File: config.mk
export PLATFORM = sky130hd
export DESIGN_NAME = seq_reduce_unit
export DESIGN_NICKNAME = d
export VERILOG_FILES = /design/src/rtl/seq_reduce_unit_pkg.sv /design/src/rtl/seq_reduce_unit_lane.sv /design/src/rtl/seq_reduce_unit.sv
export SDC_FILE = /design/constraint.sdc
export NUM_CORES = 1
export LEC_CHECK = 0
export ABC_AREA = 0
export CORE_MARGIN = 5
export CORE_UTILIZATION = 49
export DETAILED_ROUTE_END_ITERATION = 10
export PLACE_DENSITY_LB_ADDON = 0.15
export RECOVER_POWER = 25
export SLEW_MARGIN = 20
export SYNTH_ARGS = -nofsm -noshare
export SYNTH_HDL_FRONTEND = slang
export SYNTH_SLANG_ARGS = --single-unit
export TNS_END_PERCENT = 30
File: constraint.sdc
create_clock -name clk -period 2.78 [get_ports clk]
set_input_delay 0.417 -clock clk [delete_from_list [all_inputs] [get_ports clk]]
set_output_delay 0.417 -clock clk [all_outputs]
set_load 0.01 [all_outputs]
File: src/rtl/seq_reduce_unit_pkg.sv
// Shared definitions for the Kolache ALU reduce/flag path.
// Op codes, FSM state encodings and accumulator helpers.
package seq_reduce_unit_pkg;

    localparam logic [1:0] OP_OR  = 2'b00;
    localparam logic [1:0] OP_AND = 2'b01;
    localparam logic [1:0] OP_XOR = 2'b10;
    localparam logic [1:0] OP_NOR = 2'b11;

    localparam logic [1:0] ST_IDLE = 2'b00;
    localparam logic [1:0] ST_RUN  = 2'b01;
    localparam logic [1:0] ST_DONE = 2'b10;

    function automatic logic acc_init(input logic [1:0] op);
        return (op == OP_AND);
    endfunction

    // NOR accumulates as OR; the inversion happens once at the end
    function automatic logic acc_fold(
        input logic       acc,
        input logic       part,
        input logic [1:0] op
    );
        logic r;
        unique case (1'b1)
            (op == OP_AND): r = acc & part;
            (op == OP_XOR): r = acc ^ part;
            default:        r = acc | part;
        endcase
        return r;
    endfunction

endpackage

File: src/rtl/seq_reduce_unit_lane.sv
// Combinational single-lane reduction.
// NOR lanes reduce as OR; the top applies the final inversion.
module reduce_lane
    import seq_reduce_unit_pkg::*;
#(
    parameter int LANE = 8
) (
    input  logic [LANE-1:0] bits,
    input  logic [1:0]      op,
    output logic            part
);

    always_comb begin
        part = 1'b0;
        unique case (1'b1)
            (op == OP_AND): part = &bits;
            (op == OP_XOR): part = ^bits;
            default:        part = |bits;
        endcase
    end

endmodule

File: src/rtl/seq_reduce_unit.sv
// Multi-cycle OR/AND/XOR/NOR reduction over {a,b}, LANE bits per clock,
// with valid/ready handshakes on both sides.
module seq_reduce_unit
    import seq_reduce_unit_pkg::*;
#(
    parameter int WIDTH = 16,
    parameter int LANE  = 8
) (
    input  logic             clk,
    input  logic             rst_n,
    input  logic             in_valid,
    output logic             in_ready,
    input  logic [WIDTH-1:0] a,
    input  logic [WIDTH-1:0] b,
    input  logic [1:0]       op,
    output logic             out_valid,
    input  logic             out_ready,
    output logic             y,
    output logic             busy
);

    localparam int VW = 2 * WIDTH;
    localparam int N  = VW / LANE;
    localparam int CW = (N > 1) ? $clog2(N) : 1;
    localparam logic [CW-1:0] LAST = CW'(N - 1);

    generate
        if (LANE < 1 || (VW % LANE) != 0) begin : g_bad_lane
            $error("seq_reduce_unit: LANE must divide 2*WIDTH");
        end
    endgenerate

    logic [1:0]    state;
    logic [VW-1:0] sreg;
    logic [CW-1:0] cnt;
    logic [1:0]    op_q;
    logic          acc;
    logic          y_q;
    logic          part;
    logic          acc_nxt;

    reduce_lane #(.LANE(LANE)) u_lane (
        .bits (sreg[LANE-1:0]),
        .op   (op_q),
        .part (part)
    );

    assign acc_nxt   = acc_fold(acc, part, op_q);
    assign in_ready  = (state == ST_IDLE);
    assign out_valid = (state == ST_DONE);
    assign busy      = (state != ST_IDLE);
    assign y         = y_q;

    always_ff @(posedge clk) begin
        if (!rst_n) begin
            state <= ST_IDLE;
            sreg  <= '0;
            cnt   <= '0;
            op_q  <= OP_OR;
            acc   <= 1'b0;
            y_q   <= 1'b0;
        end else begin
            unique case (state)
                ST_IDLE: begin
                    if (in_valid) begin
                        sreg  <= {a, b};
                        op_q  <= op;
                        cnt   <= '0;
                        acc   <= acc_init(op);
                        state <= ST_RUN;
                    end
                end
                ST_RUN: begin
                    acc  <= acc_nxt;
                    sreg <= sreg >> LANE;
                    cnt  <= cnt + 1'b1;
                    if (cnt == LAST) begin
                        state <= ST_DONE;
                        y_q   <= (op_q == OP_NOR) ? ~acc_nxt : acc_nxt;
                    end
                end
                ST_DONE: begin
                    if (out_ready) state <= ST_IDLE;
                end
                default: state <= ST_IDLE;
            endcase
        end
    end

endmodule
==> Word level (Yosys, flattened, before mapping) <==
Index checks and enable logic that the tools add are counted.
{ "word_totals": {"regBits": 40, "output_inout_bits": 4, "elab_cells": 44} }
{ "op_classes": {"add_sub_neg": 1, "eq_ne": 10, "mux": 13, "bitwise_logic": 4, "n_reduce_logical": 10} }
{ "op_table": {"columns": ["op", "count"], "rows": [
  ["$pmux 32 s2", 1],
  ["$mux 32", 1],
  ["$eq 2x2->1 const B", 4],
  ["$mux 2", 4],
  ["$reduce_and 8->1", 1],
  ["$reduce_or 8->1", 1],
  ["$reduce_xor 8->1", 1],
  ["$eq 2x1->1 const B", 3],
  ["$pmux 1 s2", 3],
  ["$pmux 2 s3", 1],
  ["$reduce_and 2->1", 3],
  ["$ne 2x2->1 const B", 2],
  ["$pmux 2 s2", 1],
  ["$reduce_bool 2->1", 2],
  ["$reduce_and 3->1", 1],
  ["$add 2x1->2 const B", 1],
  ["$logic_not 2->1", 1],
  ["$mux 1", 2],
  ["$ne 2x1->1 const B", 1],
  ["$and 1x1->1", 1],
  ["$not 1->1", 1],
  ["$or 1x1->1", 1],
  ["$xor 1x1->1", 1]
]} }

==> Longest topological paths before layout <==
Gate-level depths: netlist of the first run.
{ "logic_depth": {"word_depth": 6, "depth_mapped": 9, "mapped_depth_nobuf": 9} }

==> Modules after synthesis <==
Synthesis of the first run repeated with hierarchy kept, for this count alone.
{ "hier_totals": {"hier_cells": 244, "area_unflattened_um2": 2225.9} }
{ "modules_own_cells": {"columns": ["mod", "n_inst", "cells_each", "area_per_inst_um2", "seq_area_each_um2"], "rows": [
  ["seq_reduce_unit", 1, 214, 1998.2, 800.8],
  ["reduce_lane", 1, 30, 227.7, 0.0]
]} }

==> Worst setup path after synthesis of the first run <==
No wires, ideal clock.
{ "synth_path": {"path_kind": "register to register", "from": "register sreg[6]", "to": "register y_q (netlist: y)", "arrival_time_ns": 2.073, "t_required_ns": 2.706, "path_slack_ns": 0.633, "stages_incl_launch_ff": 10, "path_buffers": 0, "cell_sequence": "dfxtp_1 inv_1 ha_1 xor2_1 xnor2_1 a211oi_1 ha_1 a221o_1 a21bo_2 a31oi_1"} }
{ "synth_between": {"elab_chain_cells": 6, "word_cells_on_any_way": 10, "cone_classes": "mux: 3; bitwise: 4; reduce/logical: 3"} }
{ "synth_lines": {"columns": ["element", "line_no", "text"], "rows": [
  ["start: declaration", "seq_reduce_unit.sv:34", "logic [VW-1:0] sreg;"],
  ["start signal: assignment", "seq_reduce_unit.sv:66", "sreg <= {a, b};"],
  ["start signal: assignment", "seq_reduce_unit.sv:75", "sreg <= sreg >> LANE;"],
  ["$reduce_or 8->1, or another cell as far along", "seq_reduce_unit_lane.sv:18", "default: part = |bits;"],
  ["$pmux 1 s2 *", "seq_reduce_unit_lane.sv:15", "unique case (1'b1)"],
  ["$or 1x1->1, or another cell as far along", "seq_reduce_unit_pkg.sv:28", "default: r = acc | part;"],
  ["$pmux 1 s2 *", "seq_reduce_unit_pkg.sv:25", "unique case (1'b1)"],
  ["$not 1->1", "seq_reduce_unit.sv:79", "y_q <= (op_q == OP_NOR) ? ~acc_nxt : acc_nxt;"],
  ["$mux 1 *", "seq_reduce_unit.sv:79", null],
  ["end signal: assignment", "seq_reduce_unit.sv:79", null],
  ["end: declaration", "seq_reduce_unit.sv:38", "logic y_q;"]
]} }
Mark *: on every way between the ends. The rest lies on a longest branch, timed or not.
A chain may end at the register's enable or synchronous reset.

==> Worst setup path in the final report of the first run <==
Ends and elaborated chain as after synthesis.

==> results_dict.tcl, run 1 <==
set metrics [dict create \
    clock.fmax_ghz 0.431 \
    syn_avg_cell_area_um2 9.16 \
    syn_inst 240 \
    clkTransAtPathRegs_ps 80 \
    timing.hold.ws_ps 482 \
    p_switching_mw 0.375 \
    finish.utilization_pct 61.0 \
    path_class "flip-flop to flip-flop" \
    startpoint "sreg[6]$_SDFFE_PN0P_" \
    sequentialPowerShare_pct 45.9 \
    status "complete, no violations" \
    fin_ws_ps 461 \
    dr.pass1.iters 4 \
    hold_class "flip-flop to flip-flop" \
    ys_types 40 \
    routed_via_density 5.17 \
    htree_levels 2 \
    worstMarginPinSlew_ps 1010 \
    ys_seq_elements 40 \
    required_ps 3000 \
    layout.nets 328 \
    layout_common_cells "52 x nand2_1, 40 x dfxtp_1, 39 x clkdlybuf4s50_1" \
    reg2reg_to "y$_SDFFE_PN0P_" \
    antenna_found_initial 0 \
    clockPowerShare_pct 32.5 \
    rsz0062_at_grt "no" \
    multi_input_area_um2 1170 \
    critPathLaunchType "flip-flop" \
    core_area_um2 4350 \
    use_met3_pct 3.98 \
    ios 42 \
    grt_overflow 0 \
    grt_usage_pct 15.0 \
    dpl.cell_count 321 \
    rrSetupSlack_ps 460 \
    finalSetupViolations 0 \
    cts_resized 0 \
    nFillCells 389 \
    power.leakage_nw 1.06 \
    critPathMaxStageDelay_ps 360 \
    route.vias.total 1702 \
    drive_above_1_share_pct 13.4 \
    finalCriticalPeriod_ps 2320 \
    power_mw 1.41 \
    p_per_area_nw_per_um2 532 \
    drtIter0Drc 40 \
    cp_num_buf_inv 1 \
    grt_pass1_wl_mm 7.41 \
    worst_ep_arrival_time_ps 2530 \
    n_antenna_cell 0 \
    clock_path_buffers 2 \
    wire_per_inst_um 13.1 \
    regArea_um2 801 \
    finalSetupTns_ps 0 \
    clock-sinks 40 \
    post-cts-setup-buffers 0 \
    critPathCaptureType "flip-flop" \
    drt_wl_total_mm 4.29 \
    rr_worst_depth 9 \
    ys_warn_count 0 \
    p_int_mw 1.04 \
    cpMostUsedCell "ha_1" \
    grt_pass1_vias 1673 \
    top_usage_layer "met2" \
    drcViolationCount 0 \
    pwr-share-comb_pct 21.5 \
    finalClockSkew_ps 6.64 \
    relSlewSlack_pct 32.5 \
    holdPathStages 2 \
    path_cells "inv_1 -> ha_1 -> xor2_1 -> xnor2_1 -> a211oi_1 -> ha_1 -> a221o_1 -> a21bo_2 -> a31oi_1" \
    die_area_um2 5930 \
    peakVddDrop_mv 0.498 \
    fin_cells 329 \
    r2r-start "sreg[6]$_SDFFE_PN0P_" \
    slew_violations 0 \
    drv_cap 0 \
    grt_max_degree 30 \
    syn-num-nets 292 \
    ant_nets 0 \
    postCtsHoldBufs 0 \
    root_buffer "clkbuf_8" \
    clkLatencyLatePin_ps 290 \
    dp_slack_ps 465 \
    crit_family "compound AO/OA/AOI/OAI gates" \
    worstHoldEndpoint "sreg[2]$_SDFFE_PN0P_" \
    worstPathMaxFanout 3 \
    cts_buffers 5 \
    syn_to_final_growth_pct 20.9 \
    die_h_um 77.0 \
    hold_start "sreg[10]$_SDFFE_PN0P_" \
    gp_congestion 0.740 \
    grtUsageMet1_pct 18.7 \
    hpwl_mm 3.21 \
    initial_utilization_pct 50.5 \
    period_share_pct 83.4 \
    ys_seq_area_share_pct 36.4 \
    critical-path-slowest-cell "dfxtp_1" \
    die_w_um 77.0 \
    cts_tree "yes" \
    syn_area_um2 2200 \
    final_common_cell "nand2_1" \
    p_sw_share_pct 26.6 \
    use_met2_pct 25.2 \
    hold_violations 0 \
    fp-row-count 24 \
    io_buffer_count 41 \
    final_area_um2 2660 \
    placement.cell_area_um2 2560 \
]
## worst register-to-register path, cell delays in order, from the launching register on
cell and delay, ps:
dfxtp_1 360, inv_1 60, ha_1 290, xor2_1 180
xnor2_1 150, a211oi_1 240, ha_1 270, a221o_1 350
a21bo_2 200, a31oi_1 150
## power groups by stage
stage,clock (mW),sequential [mW],combinational [mW]
after floorplan,0,0.652,0.236
final,0.460,0.649,0.304
after CTS,0.472,0.650,0.311
after global placement,0,0.662,0.305
after detailed placement,0,0.663,0.311
after global routing,0.502,0.656,0.340
## cell type report
type	instances	area share (%)
clock buffers	6	2.73
clock inverters	2	1.32
inverters	14	1.98
multi-input cells	169	44.2
flip-flops and latches	40	30.1
well taps	52	2.45
repair buffers	46	17.2
## cell usage after synthesis
library cell / count / area (µm²)
inv_1: 13 / 48.8
clkbuf_1: 2 / 7.51
nor3b_1: 1 / 7.51
buf_8: 2 / 30.0
nor3b_2: 1 / 12.5
ha_1: 14 / 175
a22oi_1: 8 / 60.1
a311oi_1: 4 / 35.0
nor2b_4: 1 / 13.8
o21ba_4: 1 / 16.3
xor2_1: 1 / 8.76
buf_6: 9 / 101
a21bo_2: 1 / 10.0
a41oi_1: 1 / 8.76
nand2_1: 52 / 195
a311oi_2: 20 / 300
nor2b_1: 3 / 18.8
and3b_1: 1 / 8.76
nor3_1: 1 / 5.00
buf_4: 1 / 7.51
nand3_1: 2 / 10.0
nor2_1: 36 / 135
nand2b_1: 1 / 6.26
a211oi_1: 1 / 7.51
buf_1: 1 / 3.75
buf_2: 2 / 10.0
o21ai_0: 1 / 5.00
o21bai_2: 1 / 11.3
a221o_1: 1 / 10.0
inv_2: 1 / 3.75
xnor2_1: 2 / 17.5
a21oi_1: 2 / 10.0
a211o_1: 1 / 8.76
o21a_1: 2 / 15.0
or2_2: 1 / 6.26
a31oi_1: 2 / 12.5
mux2i_1: 3 / 30.0
dfxtp_1: 40 / 801
nand3b_1: 2 / 15.0
nor4b_1: 1 / 8.76
## cells by family (layout without fill, tap and decap cells)
| logic type | Yosys count | in the layout | synth area share, % |
|---|---|---|---|
| adders and majority gates | 14 | 14 | 7.97 |
| buffers and inverters | 31 | 68 | 9.68 |
| DFF | 40 | 40 | 36.4 |
| and+or+nand+nor | 103 | 103 | 20.1 |
| AOI/OAI and AO/OA | 46 | 46 | 23.2 |
| muxes | 3 | 3 | 1.37 |
| xor gates and xnor gates | 3 | 3 | 1.20 |
## sequential cells by signal, indices dropped and copies added, names as in the netlist
register and cells:
y 1, sreg 32, cnt 2, acc 1
state 2, op_q 2
## how the worst max path moves through the flow
stage,end,cells past startpoint
after floorplan,y$_SDFFE_PN0P_,9
after global placement,y$_SDFFE_PN0P_,9
after detailed placement,y$_SDFFE_PN0P_,9
after CTS,y$_SDFFE_PN0P_,9
after global routing,y$_SDFFE_PN0P_,9
final,y$_SDFFE_PN0P_,9
## routing by layer
metal	part of all wire [%]	wire length (µm)	vias to the layer above
met5	0	0	-
met4	0.86	37	0
li1	-	-	895
met2	48	2060	29
met3	4.6	197	4
met1	47	2000	774
(Power assumes the default switching activity.)
==> inputs of run 2 (changes only) <==
==> constraint.sdc (replaced) <==
create_clock -name clk -period 2.4 [get_ports clk]
set_input_delay 0.36 -clock clk [delete_from_list [all_inputs] [get_ports clk]]
set_output_delay 0.36 -clock clk [all_outputs]
set_load 0.01 [all_outputs]
==> run 2 against run 1 <==
Net effect: via count grew 1.8%; first-iteration DRC count grew 88%; wire length fell by 1.0%; non-clock buffer count is 1 lower; fmax up 1.0%; total power rose by 11%; final area grew 0.80%; critical path type unchanged; critical endpoint unchanged; largest cell class unchanged; largest power group unchanged.
==> results_dict.tcl, run 2 (synthesis results as in run 1) <==
set metrics [dict create \
    nFillCells 393 \
    die_area_um2 5930 \
    layout_common_cells "52 x nand2_1, 40 x clkdlybuf4s50_1, 36 x nor2_1" \
    cts_buffers 5 \
    drcViolationCount 0 \
    routed_via_density 5.28 \
    critPathLaunchType "flip-flop" \
    reg2reg_to "y$_SDFFE_PN0P_" \
    path_cells "inv_1 -> ha_1 -> xor2_1 -> xnor2_1 -> a211oi_2 -> ha_1 -> a221o_1 -> a21bo_2 -> a31oi_1" \
    hold_violations 0 \
    crit_end "y$_SDFFE_PN0P_" \
    worstMarginPinSlew_ps 578 \
    cts_tree "yes" \
    grt_usage_pct 14.4 \
    gp_congestion 0.724 \
    core_area_um2 4350 \
    r2r-start "sreg[6]$_SDFFE_PN0P_" \
    drtIter0Drc 75 \
    finalClockSkew_ps 10.0 \
    required_ps 2610 \
    die_w_um 77.0 \
    finalSetupTns_ps 0 \
    clock_path_buffers 2 \
    largest_register_ff_count 32 \
    route.vias.total 1733 \
    rrSetupSlack_ps 100 \
    clkLatencyLatePin_ps 290 \
    drive_above_1_share_pct 16.3 \
    cpMostUsedCell "ha_1" \
    top_register "sreg" \
    path_class "flip-flop to flip-flop" \
    critPathMaxStageDelay_ps 390 \
    root_buffer "clkbuf_8" \
    critPathCaptureType "flip-flop" \
    power.leakage_nw 1.05 \
    syn_to_final_growth_pct 21.9 \
    worstPathMaxFanout 3 \
    n_antenna_cell 0 \
    drt_wl_total_mm 4.25 \
    rr_worst_depth 9 \
    grt_overflow 0 \
    io_buffer_count 41 \
    finalSetupViolations 0 \
    peakVddDrop_mv 0.343 \
    ant_nets 0 \
    clkTransAtPathRegs_ps 80 \
    post-cts-setup-buffers 0 \
    die_h_um 77.0 \
    clock.fmax_ghz 0.436 \
    antenna_found_initial 0 \
    slew_violations 0 \
    relSlewSlack_pct 61.4 \
    layout.nets 327 \
    wire_per_inst_um 13.0 \
    clock-sinks 40 \
    critical-path-slowest-cell "a221o_1" \
    worst_ep_arrival_time_ps 2500 \
    hold_class "flip-flop to flip-flop" \
    status "complete, no violations" \
    rsz0062_at_grt "no" \
    p_per_area_nw_per_um2 587 \
    final_common_cell "nand2_1" \
    finalCriticalPeriod_ps 2300 \
    ios 42 \
    timing.hold.ws_ps 471 \
    initial_utilization_pct 50.5 \
    hpwl_mm 3.13 \
    grt_pass1_wl_mm 7.15 \
    dr.pass1.iters 4 \
    period_share_pct 95.6 \
    grt_max_degree 31 \
    htree_levels 2 \
    drv_cap 0 \
    startpoint "sreg[6]$_SDFFE_PN0P_" \
    fp-row-count 24 \
    grt_pass1_vias 1569 \
]
[run 2: cell count changes in the layout (fill, tap and decap cells not counted), sizes merged]
cell           before  now
buf                 4    3
bufinv              1    0
clkbuf              7    8
clkdlybuf4s50      39   40
clkinv              1    0
clkinvlp            0    1
dlygate4sd3         2    1
[run 2: cell type report]
class	instances	area, µm²	share of cell area, %
sequential	40	808	30.2
timing repair buffer	45	462	17.2
multi-input combinational	169	1200	44.7
tap	52	65.1	2.43
inverter	14	52.6	1.96
clock inverter	1	7.51	0.280
clock buffer	7	86.3	3.22
[run 2: power by group]
part           internal (mW)  total, mW  switching (mW)  leakage (nW)
registers              0.718      0.755          0.0365         0.332
logic                  0.181      0.359           0.178         0.673
clock network          0.234      0.459           0.225        0.0445
total                   1.13       1.57           0.440          1.05
[run 2: how the worst min path moves through the flow]
stage	from	end	slack, ps	cells past startpoint
after floorplan	sreg[8]$_SDFFE_PN0P_	sreg[0]$_SDFFE_PN0P_	460	2
after global placement	sreg[9]$_SDFFE_PN0P_	sreg[1]$_SDFFE_PN0P_	460	2
after detailed placement	sreg[9]$_SDFFE_PN0P_	sreg[1]$_SDFFE_PN0P_	470	2
after CTS	sreg[9]$_SDFFE_PN0P_	sreg[1]$_SDFFE_PN0P_	480	2
after global routing	sreg[9]$_SDFFE_PN0P_	sreg[1]$_SDFFE_PN0P_	510	2
final	sreg[9]$_SDFFE_PN0P_	sreg[1]$_SDFFE_PN0P_	470	2
[run 2: worst max-delay path: cells and delay by family, from the launching register on]
kind,cells,cell delay [ps]
DFF,1,340
AOI/OAI and AO/OA,4,840
xor gates and xnor gates,2,420
adders and majority gates,2,580
buffers and inverters,1,40
[run 2: metrics by stage]
stage | cell area (µm²) | setup slack [ps] | power (mW) | util [%] | std cells
global route | 2680 | 5.04 | 1.66 | 61.5 | 328
floorplan | 2200 | 253 | 1.03 | - | 240
finish | 2680 | 105 | 1.57 | 61.5 | 328
detailed placement | 2570 | 128 | 1.12 | 59.0 | 320
CTS | 2660 | 110 | 1.57 | 61.1 | 328
global placement | 2570 | 186 | 1.12 | 59.0 | 320
[run 2: metal layers]
layer | part of all wire [%] | routed length [µm] | global-route usage, %
met4 | 0.61 | 26 | 3.09
met3 | 4.7 | 199 | 4.10
met1 | 47 | 2020 | 19.0
met5 | 0 | 0 | 0
met2 | 47 | 2010 | 23.3
[run 2: what timing repair did]
action                                  4_1_cts  5_1_grt
endpoints found under the setup margin        0        1
endpoints found under the hold margin         0        0
hold buffers                                  0        0
gates resized for setup                       0        9
==> inputs of run 3 (changes only) <==
--- a/config.mk
+++ b/config.mk
@@ -6,8 +6,9 @@
 export NUM_CORES = 1
 export LEC_CHECK = 0
 export ABC_AREA = 0
-export CORE_MARGIN = 5
+export CORE_MARGIN = 2
 export CORE_UTILIZATION = 49
+export CTS_CLUSTER_SIZE = 16
 export DETAILED_ROUTE_END_ITERATION = 10
 export PLACE_DENSITY_LB_ADDON = 0.15
 export RECOVER_POWER = 25
==> run 3 against run 2 <==
Net effect: utilization is 2.3 points higher; via count hardly changed; combinational power is 13% higher; total power is 2.7% higher; register-to-register slack hardly changed; count of clock-buffer cells in the layout is 2 lower; sequential share of layout area is 0.77 points lower; final area is 2.9% higher; final cell count is 0.61% higher; critical path type unchanged; largest cell class unchanged.
==> results_dict.tcl, run 3 (synthesis results as in run 1) <==
set metrics [dict create \
    grt_overflow 0 \
    route.vias.total 1734 \
    final_common_cell "nand2_1" \
    finalSetupTns_ps 0 \
    power_mw 1.61 \
    clkTransAtPathRegs_ps 80 \
    htree_levels 2 \
    drtIter0Drc 58 \
    routed_via_density 5.25 \
    ant_nets 0 \
    critPathLaunchType "flip-flop" \
    cts_buffers 5 \
    hold_violations 0 \
    drt_wl_total_mm 4.34 \
    n_antenna_cell 0 \
    grt_pass1_vias 1613 \
    layout.nets 329 \
    worstMarginPinSlew_ps 1010 \
    fp-row-count 24 \
    worstPathMaxFanout 5 \
    clock.fmax_ghz 0.434 \
    relSlewSlack_pct 32.2 \
    finalClockSkew_ps 7.92 \
    hold_class "flip-flop to flip-flop" \
    peakVddDrop_mv 0.393 \
    holdPathStages 2 \
    finish.utilization_pct 63.8 \
    rr_worst_depth 9 \
    p_per_area_nw_per_um2 586 \
    drcViolationCount 0 \
    postCtsHoldBufs 0 \
    root_buffer "clkbuf_8" \
    layout_common_cells "52 x nand2_1, 39 x clkdlybuf4s50_1, 36 x nor2_1" \
    finalCriticalPeriod_ps 2300 \
    ios 42 \
    clkLatencyLatePin_ps 300 \
    top_register "sreg" \
    path_class "flip-flop to flip-flop" \
    grt_max_degree 28 \
    dpl.cell_count 321 \
    finalSetupViolations 0 \
    critPathCaptureType "flip-flop" \
    largest_register_ff_count 32 \
    required_ps 2630 \
    final_area_um2 2760 \
    status "complete, no violations" \
    initial_utilization_pct 50.8 \
    antenna_found_initial 0 \
    clock_path_buffers 2 \
    dr.pass1.iters 4 \
    timing.hold.ws_ps 467 \
    cts_tree "yes" \
    die_h_um 71.0 \
    placement.cell_area_um2 2580 \
    io_buffer_count 41 \
    drv_cap 0 \
    worst_ep_arrival_time_ps 2530 \
    core_area_um2 4320 \
    fin_ws_ps 98.1 \
    grt_pass1_wl_mm 7.29 \
    gp_congestion 0.675 \
    die_w_um 71.0 \
    wire_per_inst_um 13.2 \
    power.leakage_nw 1.07 \
    syn_to_final_growth_pct 25.4 \
    drive_above_1_share_pct 20.5 \
    die_area_um2 5040 \
    hpwl_mm 3.07 \
    clock-sinks 40 \
    period_share_pct 95.9 \
    dp_slack_ps 123 \
    grt_usage_pct 18.0 \
    slew_violations 0 \
    fin_cells 330 \
]
## run 3: cell count changes in the layout (fill, tap and decap cells not counted), sizes merged
cell           previous run  this run
clkinv                    0         1
dlygate4sd3               1         2
clkinvlp                  1         2
clkdlybuf4s50            40        39
clkbuf                    8         6
buf                       3         5
## run 3: area by class of cell
cell class	instances	area [µm²]
clock inverters	3	23.8
well taps	52	65.1
repair buffers	47	477
clock buffers	5	68.8
inverters	14	52.6
multi-input cells	169	1260
flip-flops and latches	40	811
fillers	400	1570
## run 3: layer usage
| layer | vias up | GRT usage [%] | wire (µm) |
|---|---|---|---|
| li1 | 903 | - | - |
| met1 | 789 | 23.7 | 2030 |
| met2 | 32 | 28.0 | 2070 |
| met3 | 10 | 4.56 | 165 |
| met4 | 0 | 7.76 | 87 |
| met5 | - | 0 | 0 |
## run 3: power by group
group / internal, mW / total (mW) / switching, mW
clock: 0.206 / 0.454 / 0.248
combinational: 0.209 / 0.406 / 0.198
sequential: 0.719 / 0.755 / 0.0355
## run 3: worst paths after layout
path / slack, ps / from / endpoint
setup reg to reg: 100 / op_q[0]$_SDFFE_PN0P_ / y$_SDFFE_PN0P_
hold / removal: 470 / sreg[11]$_SDFFE_PN0P_ / sreg[3]$_SDFFE_PN0P_
hold reg to reg: 470 / sreg[11]$_SDFFE_PN0P_ / sreg[3]$_SDFFE_PN0P_
setup / recovery: 100 / op_q[0]$_SDFFE_PN0P_ / y$_SDFFE_PN0P_
## run 3: critical path: stages, from the launching register on
cell and delay (ps):
dfxtp_1 410, inv_1 70, ha_2 370, inv_1 50, a41oi_1 230, a211oi_2 60, ha_1 290, a221o_1 390
a21bo_2 200, a31oi_1 150
## run 3: timing repair
item / 4_1_cts / 5_1_grt
resized for setup: 0 / 18
endpoints found under the setup margin: 0 / 1
setup buffers: 0 / 1
==> edit (settings of run 3) <==
Reset style: asynchronous (`rst_n`), changed in one clocked block.
--- a/src/rtl/seq_reduce_unit.sv
+++ b/src/rtl/seq_reduce_unit.sv
@@ -53,3 +53,3 @@
 
-    always_ff @(posedge clk) begin
+    always_ff @(posedge clk or negedge rst_n) begin
         if (!rst_n) begin
Behaviour: differs if rst_n is asserted again (counterexample within 4 cycles, from zero or initial values and one cycle with rst_n low); with rst_n held inactive, the same outputs for 10 cycles.
==> edit against run 3 <==
The run now ends with max-capacitance violations, max-slew violations left; cell area down 4.3%; wire length shrank 7.8%; sequential cell count is the same; setup slack better by 21 ps; highest routed layer unchanged; area after synthesis down 4.8%.
Power is not compared: it rests on default switching activity, and its combinational part moved more than twofold at a synthesized area within 25%.
==> edit: results (changes against run 3) <==
The flow ran to the end, but the final reports show violations. The checks that failed: max-capacitance violations, max-slew violations. The worst hold margin is 487.5 ps (+20.27 ps), and the worst clock skew on the final layout is 6.833 ps (-1.087 ps). The tools report the maximum VDD drop as 0.0005331 V. On the critical path the largest part of the delay comes from compound AO/OA/AOI/OAI gates.

For the final RePlAce weighted congestion, the log shows 0.7168 (+6.2%). The register area share after synthesis was 47.82% (+11 points). The highest fanout seen on the critical path came out at 3 (-2).

The slew at the pin with the worst max-slew slack is 2085 ps (+1072 ps). For hold timing, the worst endpoint is cnt[0]$_DFFE_PN0P_. The core region area was 4058 um^2 (-6.2%); the cell depth of the worst min-delay path was 1 (-1).

For the latest clock arrival within the worst-skew pair, the log shows 280 ps (-20 ps). For the worst slack at placement, the log shows 64.42 ps (-58.53 ps). Sorting the synthesized cells by area gives the leading types as dfrtp_1 48%, nand2_1 12%, ha_1 8.4%. The share of post-route cells with drive strength above 1 works out to 7.829% (-13 points).

The global-route wire length before repair was 7.251 mm (-0.48%); the count of unique library cells instantiated by Yosys was 31 (-23%). The number of max-cap violations came out at 1 (+1). The worst setup slack for register-to-register paths was 120 ps (+20 ps); the async set-or-reset flop fraction in the synthesized netlist was 100.0% (+100 points). The violation count after the first detailed-routing iteration is 108 (+86%), and the post-synthesis xor/xnor area fraction is 1.255% (+0.060 points). The overall routing resource usage was 18.35% (+0.36 points); the worst stage delay on the critical path was 370 ps (-40 ps).

The number of cell instances on the worst register-to-register path came out at 9 (unchanged). The tools report the via count as 1,685 (-2.8%). The tools report the beginning of the worst register-to-register path as sreg[6]$_DFFE_PN0P_. Routed length per instance: 12.11 um (-8.0%). The post-synthesis compound-gate area fraction was 11.24% (-12 points). The hold path startpoint is cnt[0]$_DFFE_PN0P_. The largest net degree at the start of global routing is 41 (+46%), and the final count of pins violating max slew is 41 (+41). The count of input and output buffers came out at 41 (unchanged). The number of antenna diodes was 0 (unchanged). The arrival time at the worst endpoint came out at 2480 ps (-50 ps). The share of synthesized area spent on multiplexers is 0.4782% (-0.89 points). Counting instances in the post-synthesis netlist gives the leading cell types as 69 x nand2_1, 40 x dfrtp_1, 25 x a31oi_1, 24 x nor2_1.
[edit: cell count changes after synthesis, sizes merged, moves of 4 or more]
cell,before,now
a22oi,8,0
a311oi,24,0
a31oi,2,25
dfrtp,0,40
dfxtp,40,0
nand2,52,69
nand3,2,11
nor2,36,24
o21ai,1,5
[edit: area by class of cell]
type | count | area (um^2)
clock buffer | 6 | 82.58
multi-input combinational | 172 | 975.9
sequential | 40 | 1001
timing repair buffer | 47 | 449.2
fill | 341 | 1419
clock inverter | 2 | 15.01
tap | 50 | 62.56
inverter | 14 | 52.55
[edit: how the worst max path moves through the flow]
stage                      end  slack, ps  depth (start not counted)
2_1_floorplan    y$_DFFE_PN0P_        300                          9
3_5_place_dp     y$_DFFE_PN0P_         60                          9
4_1_cts          y$_DFFE_PN0P_         40                          9
5_1_grt          y$_DFFE_PN0P_        -20                          9
3_3_place_gp   acc$_DFFE_PN0P_        190                          9
6_report         y$_DFFE_PN0P_        120                          9
[edit: kinds of logic (layout without fill, tap and decap cells)]
logic type | after synthesis | count (layout)
flops | 40 | 40
compound gates | 37 | 37
simple gates | 117 | 117
buf+inv | 29 | 69
fa+ha+maj | 14 | 14
xor+xnor | 3 | 3
mux | 1 | 1
[edit: per-layer routing]
layer  vias up  track usage (%)  part of all wire, %
li1        871                -                    -
met1       777            26.37                   48
met2        33            27.14                   47
met3         4            4.797                  4.3
met4         0            5.882                  1.1
met5         -                0                    0
[edit: per-stage QoR]
step	cell area (um^2)	instances	power [uW]	util, %
2_1_floorplan	2093	241	2557	-
3_3_place_gp	2494	321	2875	61.46
3_5_place_dp	2494	321	2917	61.46
4_1_cts	2591	329	3396	63.86
5_1_grt	2639	331	3948	65.03
6_report	2639	331	3581	65.03
[edit: what timing repair did]
item	in CTS	in global routing
buffers inserted	0	2
endpoints found under the setup margin	0	2
resized for setup	0	6
[edit: report_power, final]
group          leakage, uW  internal, uW  switching, uW
Clock            0.0000434           232            223
Combinational     0.000742           860           1030
Sequential        0.000484          1020            214
Total              0.00127          2110           1470
